## config.mk

```make
export PLATFORM = sky130hd
export DESIGN_NAME = rr_arbiter_idx16
export DESIGN_NICKNAME = d
export VERILOG_FILES = /design/src/rtl/rr_arbiter_idx16.sv
export SDC_FILE = /design/constraint.sdc
export NUM_CORES = 1
export LEC_CHECK = 0
export ABC_AREA = 1
export CORE_UTILIZATION = 50
export CTS_CLUSTER_SIZE = 20
export DETAILED_ROUTE_END_ITERATION = 16
export GPL_TIMING_DRIVEN = 0
export HOLD_SLACK_MARGIN = 0.06
export PLACE_DENSITY = 0.71
export SYNTH_ARGS = -nofsm -noshare
export SYNTH_HDL_FRONTEND = slang
export SYNTH_SLANG_ARGS = --single-unit
```

## constraint.sdc

```tcl
create_clock -name clk -period 7.1 [get_ports clk]
set_input_delay 0.71 -clock clk [delete_from_list [all_inputs] [get_ports clk]]
set_output_delay 0.71 -clock clk [all_outputs]
set_load 0.01 [all_outputs]
```

## src/rtl/rr_arbiter_idx16.sv

```systemverilog
// 16-requester round-robin arbiter producing a registered grant index and valid flag.
// Every grant change passes through at least one idle cycle, so decoded grant lines never overlap.
module rr_arbiter_idx16 #(
   parameter int unsigned MAX_HOLD = 16
) (
   input  logic        clk,
   input  logic        rst,
   input  logic [15:0] req,
   output logic        gnt_valid,
   output logic [3:0]  gnt_idx,
   output logic        timeout_o
);

   // state | meaning
   // IDLE  | no live grant; requests sampled, gnt_idx holds last value
   // GRANT | gnt_idx owns the resource until release or hold timeout
   typedef enum logic {
      IDLE  = 1'b0,
      GRANT = 1'b1
   } state_t;

   localparam int unsigned CW = (MAX_HOLD == 0) ? 1 : $clog2(MAX_HOLD + 1);
   localparam logic [CW-1:0] HOLD_LIM = CW'(MAX_HOLD);

   state_t        state_q, state_d;
   logic [3:0]    idx_q, idx_d;
   logic [3:0]    ptr_q, ptr_d;
   logic [CW-1:0] hold_q, hold_d;
   logic          timeout_q, timeout_d;

   logic [3:0]    cand;
   logic [3:0]    pick;
   logic          found;

   // First requester at or after ptr, wrapping 15 -> 0.
   always_comb begin
      cand  = ptr_q;
      pick  = ptr_q;
      found = 1'b0;
      for (int i = 0; i < 16; i++) begin
         cand = ptr_q + 4'(i);
         if (!found && req[cand]) begin
            found = 1'b1;
            pick  = cand;
         end
      end
   end

   always_comb begin
      state_d   = state_q;
      idx_d     = idx_q;
      ptr_d     = ptr_q;
      hold_d    = hold_q;
      timeout_d = 1'b0;
      case (state_q)
         IDLE: begin
            if (found) begin
               state_d = GRANT;
               idx_d   = pick;
               ptr_d   = pick + 4'd1;
               hold_d  = CW'(1);
            end
         end
         GRANT: begin
            // Release takes precedence over a coincident timeout.
            if (!req[idx_q]) begin
               state_d = IDLE;
            end else if ((MAX_HOLD != 0) && (hold_q == HOLD_LIM)) begin
               state_d   = IDLE;
               timeout_d = 1'b1;
            end else if (hold_q != {CW{1'b1}}) begin
               hold_d = hold_q + CW'(1);
            end
         end
         default: begin
            state_d = IDLE;
         end
      endcase
   end

   always_ff @(posedge clk) begin
      if (rst) begin
         state_q   <= IDLE;
         idx_q     <= 4'd0;
         ptr_q     <= 4'd0;
         hold_q    <= '0;
         timeout_q <= 1'b0;
      end else begin
         state_q   <= state_d;
         idx_q     <= idx_d;
         ptr_q     <= ptr_d;
         hold_q    <= hold_d;
         timeout_q <= timeout_d;
      end
   end

   assign gnt_valid = (state_q == GRANT);
   assign gnt_idx   = idx_q;
   assign timeout_o = timeout_q;

endmodule

```

== Word-level counts from Yosys, hierarchy flattened ==
Cells that the tools add are included.

* Add/subtract/negate cells: 17
* $mul: 0
* Divide/modulo/power cells: 0
* Magnitude comparators: 17
* Equality and inequality tests: 6
* Shift-type cells: 0
* Multiplexer cells: 75
* Bitwise logic cells: 2
* Reduce and logical (&&, ||, !) cells: 33

{| class="wikitable"
|+ Operators with widths
! kind !! count
|-
| < comparator 4 x 5 -> 1 bit (second input constant) || 17
|-
| binary-select mux 1 bit (select 4 bit) || 17
|-
| 2-to-1 mux 4 bit || 15
|-
| 2-to-1 mux 1 bit || 37
|-
| adder 4 bit (second input constant) || 8
|-
| 2-to-1 mux 5 bit || 4
|-
| adder 4 x 3 -> 4 bit (second input constant) || 4
|-
| logical AND 1 bit || 15
|-
| zero test 1 bit || 15
|-
| case mux 5 bit (2 select lines) || 1
|-
| adder 4 x 1 -> 4 bit (second input constant) || 2
|-
| adder 4 x 2 -> 4 bit (second input constant) || 2
|-
| adder 5 x 1 -> 5 bit (second input constant) || 1
|-
| equality test 5 bit (second input constant) || 1
|-
| inequality test 5 bit (second input constant) || 1
|-
| inequality test 2 x 1 -> 1 bit (second input constant) || 2
|-
| inequality test 2 bit (second input constant) || 2
|-
| AND reduction 4 bit || 1
|-
| OR reduction 3 bit || 1
|-
| NOT 1 bit || 2
|-
| case mux 1 bit (2 select lines) || 1
|-
| AND reduction 2 bit || 1
|}

* Flip-flop bits (word level): 15
* Latch bits: 0
* Bits in writable memories: 0
* Bits in read-only memories: 0
* Input bits: 18
* Output and inout bits: 6
* Memories kept: 0

== Longest topological paths before layout ==
Gate-level depths: netlist of the first run.

* Depth in word-level cells: 50
* Depth in mapped cells: 36
* Mapped depth without buffers: 34

== Least setup slack after synthesis of the first run ==
No wires, ideal clock.

* Path kind: reg-to-reg
* Start: reg ptr_q[1]
* End: reg ptr_q[2]
* Data arrival time: 3.470 ns
* Required time: 6.987 ns
* Path slack: 3.517 ns
* Stages on the path, launching flop included: 29
* Period minus slack after synthesis: 3.583 ns
* Cell sequence: dfxtp_1 inv_1 buf_2 ha_1 inv_1 buf_2 nand3_1 nand3_1 o21ai_1 nand2_1 nand2_4 nor3_4 nand3_2 nor2_2 nand3_2 inv_2 nand2_2 nor2_4 nand3_2 o21ai_0 inv_1 nand2_1 nand2_1 nand2_1 inv_1 ha_1 xor2_1 o21ai_1 inv_1

* Cells in the longest elaborated chain, start to end: 49

{| class="wikitable"
|+ RTL lines
! what !! line !! text
|-
| start: declaration || 27 || <nowiki>logic [3:0] ptr_q, ptr_d;</nowiki>
|-
| start signal: assignment || 91 || <nowiki>ptr_q <= ptr_d;</nowiki>
|-
| parallel branches: the longest is 47 deep, another holds adder 4 x 1 -> 4 bit || - ||
|-
| 2-to-1 mux 4 bit * || 42 || <nowiki>if (!found && req[cand]) begin</nowiki>
|-
| net pick[1] || 32 || <nowiki>logic [3:0] pick;</nowiki>
|-
| adder 4 x 1 -> 4 bit * || 60 || <nowiki>ptr_d = pick + 4'd1;</nowiki>
|}

Mark *: on every way through the listed nets, which the timed path passes. The select of a mux whose other input is x is not followed.
A chain may end at the register's enable or synchronous reset.

== Worst setup path in the final report of the first run ==
Same ends and word-level chain as after synthesis.

==> results.ini, run 1 <==
[outcome]
outcome=finished clean

[die]
ios=24
initial_core_util=0.523
die_area_um2=5710
rows=26
die_w_um=75.5
die_h_um=75.5
core_um2=5170

[placement]
place_congestion=0.912
port-buffer-count=23
dpl.hpwl_um=6370

[synthesis]
synth_top_family_by_area=simple AND/OR/NAND/NOR gates
synth_fa_ha_area_frac=0.0509
async_flop_share=0
synthDistinctLibCells=38
synth.most_common_cell=nand2_1
netlist_area_um2=2700
yosys_warnings=0
avgSynthCellArea_um2=5.38
synth_common_cells=nand2_1, nand3_1, inv_1
synth_compound_area_frac=0.147
synth_xor_area_frac=0.0329
syn-num-nets=532
ys_seq_area_frac=0.111
synthFlopType=dfxtp_1
syn_inst=503
synth_edf_count=0
synthSimpleGateAreaFrac=0.522
synth.mux.area_fraction=0
ys_top_cells_by_area=nand2_1, nand3_1, dfxtp_1
yosys.area.top_type_share=0.229
synth_top_area_cell=nand2_1
synth_seq_cells=15

[sta]
finalMaxSlewViolations=0
hold_viol_final=0
rsz0062_at_grt=no
setup-violations-final=0
timing.hold.ws_ns=0.516
post-route-min-period_ns=4.36
post-route-period-util=0.614
skew_ns=0.00208
finalSetupTns_ns=0
fmax_mhz=229
worst_pin_slew_ns=0.730
slew_headroom=0.508

[setup_path]
cp.arrival_ns=4.50
cpPeakStageDelay_ns=0.46
path_max_fanout=13
rrSetupSlack_ns=2.74
crit_top_cell=nand2_1
worstSetupStartpointType=flop
crit_slowest_cell=dfxtp_1
worstRegToRegCells=27
required_ns=7.24
endpoint_kind=flop
crit_type=reg -> reg

[routing]
wirelength_um=8110
first_pass_iters=7
vias=3268
first_iter_violations=288
vias_per_cell=5.45
drc=0
wl_per_cell_um=13.5
antenna_left=0

[grt]
grt_max_degree=14
grt_overflow_total=0
antenna_found_initial=0
grt_pass1_vias=2758
grt_first_pass_wirelength_um=12900
grt_usage=0.300

[clocking]
cts_tree=done
numCtsBuffers=3
cts_setup_buffers=0
worstSkewPairLatency_ns=0.24
cts_buffer_depth=2
clk_pin_slew_ns=0.06
cts_sinks=15
clockRootBuffer=clkbuf_8
post_cts_resized=0
hold_buffers=0
htreeDepth=1

[min_path]
holdCritPathClass=reg -> reg
hold_depth=2

[final_layout]
syn2layout_area_growth_pct=13.4
final_nets=560
drive_gt1_frac=0.0849
fillCellCount=514
antennaDiodeCount=0

[flow_run]
timing.max_cap.violations=0

## worst max-delay path, delay by kind of cell, from the launching register on
family | cells | cell delay (ns)
DFF | 1 | 0.46
buffers and inverters | 7 | 1.20
AOI/OAI and AO/OA | 2 | 0.17
adders and majority gates | 2 | 0.49
xor gates and xnor gates | 1 | 0.15
and+or+nand+nor | 15 | 1.76
## worst paths after layout
kind,start,to
worst max-delay path,ptr_q[1],ptr_q[2]
worst max register to register,ptr_q[1],ptr_q[2]
worst min register to register,hold_q[3],hold_q[3]
worst min-delay path,hold_q[3],hold_q[3]
## logic make-up after synthesis
kind of cell | after synthesis
adders and majority gates | 11
xor gates and xnor gates | 8
DFF | 15
and+or+nand+nor | 313
AOI/OAI and AO/OA | 70
buffers and inverters | 86
## state kept, by name, indices dropped and copies added (netlist names)
register and count:
timeout_o 1, ptr_q 4, hold_q 5, gnt_idx 4, gnt_valid 1
## final cells by class
class	instances	area (µm²)	share of cell area
buffer	14	97.6	0.0318
clock buffer	4	45.0	0.0147
inverter	72	270	0.0881
multi-input combinational	402	2040	0.664
sequential	15	300	0.0979
tap	70	87.6	0.0286
timing repair buffer	23	230	0.0751
## stage by stage
stage / utilization / instances / worst slack, ns / instance area (µm²)
5_1_grt: 0.593 / 600 / 2.21 / 3070
6_report: 0.593 / 600 / 2.74 / 3070
3_5_place_dp: 0.584 / 596 / 2.81 / 3020
2_1_floorplan: - / 503 / 3.52 / 2700
3_3_place_gp: 0.584 / 596 / 2.86 / 3020
4_1_cts: 0.593 / 600 / 2.80 / 3070
## cells in the final DEF (no fill, tap or decap), types with 5 or more instances in the layout
cell,instances
a21oi_1,18
buf_2,6
clkdlybuf4s50_1,23
dfxtp_1,15
ha_1,11
inv_1,63
inv_2,8
nand2_1,165
nand2_2,7
nand3_1,78
nand4_1,5
nor2_1,34
nor3_1,9
o211ai_1,5
o21ai_0,30
o21ai_1,5
xor2_1,7
## per-layer routing
| layer | GRT usage | routed length [µm] | part of all wire |
|---|---|---|---|
| met1 | 0.423 | 3870 | 0.48 |
| met5 | 0 | 0 | 0 |
| met3 | 0.0251 | 411 | 0.051 |
| met4 | 0.0844 | 125 | 0.015 |
| met2 | 0.490 | 3710 | 0.46 |
Power of run 1 is left out: the tool's default activity adds up to more than one toggle a clock period on the data nets, which glitch-free logic cannot reach.
==> run 2, diff against run 1 <==
--- a/config.mk
+++ b/config.mk
@@ -11,7 +11,7 @@
 export DETAILED_ROUTE_END_ITERATION = 16
 export GPL_TIMING_DRIVEN = 0
 export HOLD_SLACK_MARGIN = 0.06
-export PLACE_DENSITY = 0.71
+export PLACE_DENSITY = 0.73
 export SYNTH_ARGS = -nofsm -noshare
 export SYNTH_HDL_FRONTEND = slang
 export SYNTH_SLANG_ARGS = --single-unit
==> constraint.sdc (replaced) <==
create_clock -name clk -period 3.7 [get_ports clk]
set_input_delay 0.37 -clock clk [delete_from_list [all_inputs] [get_ports clk]]
set_output_delay 0.37 -clock clk [all_outputs]
set_load 0.01 [all_outputs]
==> results.ini, run 2 (same netlist as run 1, synthesis figures left out) <==
[min_path]
holdCritPathClass=reg -> reg

[placement]
dpl.hpwl_um=6450  ; +1.3%
place_congestion=1.01  ; +11%
port-buffer-count=23  ; unchanged
dpl-instance-area_um2=3020  ; unchanged
place_inst=596  ; unchanged

[final_layout]
fin_util=0.710  ; +0.117
final_cells=624  ; +4.0%
layout_commonest_cell=nand2_1
top_register=hold_q
final_cell_mix=nand2_1, inv_1, nand3_1
fin_area_um2=3670  ; +20%
antennaDiodeCount=0  ; unchanged
fillCellCount=459  ; -11%
drive_gt1_frac=0.242  ; +0.157
final_nets=584  ; +4.3%
largest_reg_flops=5  ; unchanged
syn2layout_area_growth_pct=35.8

[sta]
fmax_mhz=278  ; +21%
skew_ns=0.000621  ; -0.00146 ns
hold_viol_final=0  ; unchanged
setup-violations-final=0  ; unchanged
finalMaxSlewViolations=0  ; unchanged
post-route-min-period_ns=3.60  ; -0.759 ns
post-route-period-util=0.973  ; +0.359
timing.hold.ws_ns=0.513  ; -0.00337 ns
worst_pin_slew_ns=1.04  ; +0.305 ns
slew_headroom=0.303  ; -0.206

[routing]
vias_per_cell=5.75  ; +5.6%
first_pass_iters=6  ; -1
antenna_left=0  ; unchanged
wirelength_um=9470  ; +17%
drc=0  ; unchanged
first_iter_violations=418  ; +45%
wl_per_cell_um=15.2  ; +12%
vias=3588  ; +9.8%

[setup_path]
cp.arrival_ns=3.74  ; -0.76 ns
worstSetupStartpointType=flop
endpoint_kind=flop
required_ns=3.84  ; -3.40 ns
crit_type=reg -> reg
path_max_fanout=10  ; -3

[die]
core_um2=5170  ; unchanged
die_h_um=75.5  ; unchanged
initial_core_util=0.523  ; unchanged
ios=24  ; unchanged
die_w_um=75.5  ; unchanged
rows=26  ; unchanged
die_area_um2=5710  ; unchanged

[clocking]
cts_buffer_depth=2  ; unchanged
htreeDepth=1  ; unchanged
hold_buffers=0  ; unchanged
numCtsBuffers=3  ; unchanged
cts_sinks=15  ; unchanged
worstSkewPairLatency_ns=0.24  ; about the same
cts_tree=done
clockRootBuffer=clkbuf_8
clk_pin_slew_ns=0.06  ; about the same

[grt]
grt_first_pass_wirelength_um=13600  ; +5.0%
grt_max_degree=11  ; -3
grt_overflow_total=0  ; unchanged
antenna_found_initial=0  ; unchanged
grt_usage=0.313  ; +0.0127
grt_pass1_vias=3053  ; +11%

[flow_run]
timing.max_cap.violations=0  ; unchanged

[outcome]
outcome=finished clean

## run 2: cell count changes in the layout (fill, tap and decap cells not counted), moves of 4 or more
cell / delta
nand2_1: -11
nor2_1: -4
o21ai_0: -4
inv_1: -6
buf_2: -5
buf_4: +26
nand3_1: -30
nand2_2: +9
nand3_2: +19
nor2_2: +4
nand3_4: +11
## run 2: worst max-delay path, cell delays in order, from the launching register on
cell and delay, ns:
dfxtp_2 0.32, buf_6 0.12, buf_4 0.16, clkbuf_4 0.19
nand2_1 0.09, nand3_1 0.18, nand3_2 0.17, nand2_1 0.07
nand2_1 0.07, nand2_2 0.09, nor3_4 0.21, nand3_2 0.11
nor2_2 0.12, nand3_2 0.11, inv_2 0.07, nand2_2 0.05
nor2_4 0.17, nand4_4 0.12, nor2_4 0.24, nand3b_1 0.20
nand2_2 0.10, ha_4 0.16, xor2_1 0.16, o21ai_1 0.16
inv_1 0.05
## run 2: cell type report
class,instances,area [µm²],share of cell area
buffer,11,108,0.0293
clock buffer,4,45.0,0.0123
inverter,72,278,0.0757
multi-input combinational,402,2410,0.656
sequential,15,307,0.0835
tap,70,87.6,0.0239
timing repair buffer,50,437,0.119
## run 2: routing by layer
metal / up-vias / wire (µm) / GRT usage
met3: 38 / 730 / 0.0344
met2: 192 / 4510 / 0.561
met4: 0 / 332 / 0.111
met5: - / 0 / 0
met1: 1620 / 3890 / 0.387
li1: 1738 / - / -
## run 2: path summary, 6_finish.rpt
path	start	to	slack, ns	cells after the start
worst min-delay path	hold_q[2]	hold_q[2]	0.51	2
worst max-delay path	ptr_q[0]	ptr_q[2]	0.1	24
worst min register to register	hold_q[2]	hold_q[2]	0.51	2
worst max register to register	ptr_q[0]	ptr_q[2]	0.1	24
## run 2: through the flow
| stage | worst slack [ns] | TNS [ns] |
|---|---|---|
| global placement | -0.532 | -3.08 |
| finish | 0.0990 | 0 |
| CTS | 0.00499 | 0 |
| floorplan | 0.117 | 0 |
| global route | -0.0977 | -0.201 |
| detailed placement | -0.623 | -4.19 |
## run 2: what timing repair did
action	CTS	global route
endpoints found under the setup margin	13	13
setup buffers	15	12
endpoints found under the hold margin	0	0
resized for setup	30	74
pin swaps	9	24
Power of run 2 is left out for the same reason.
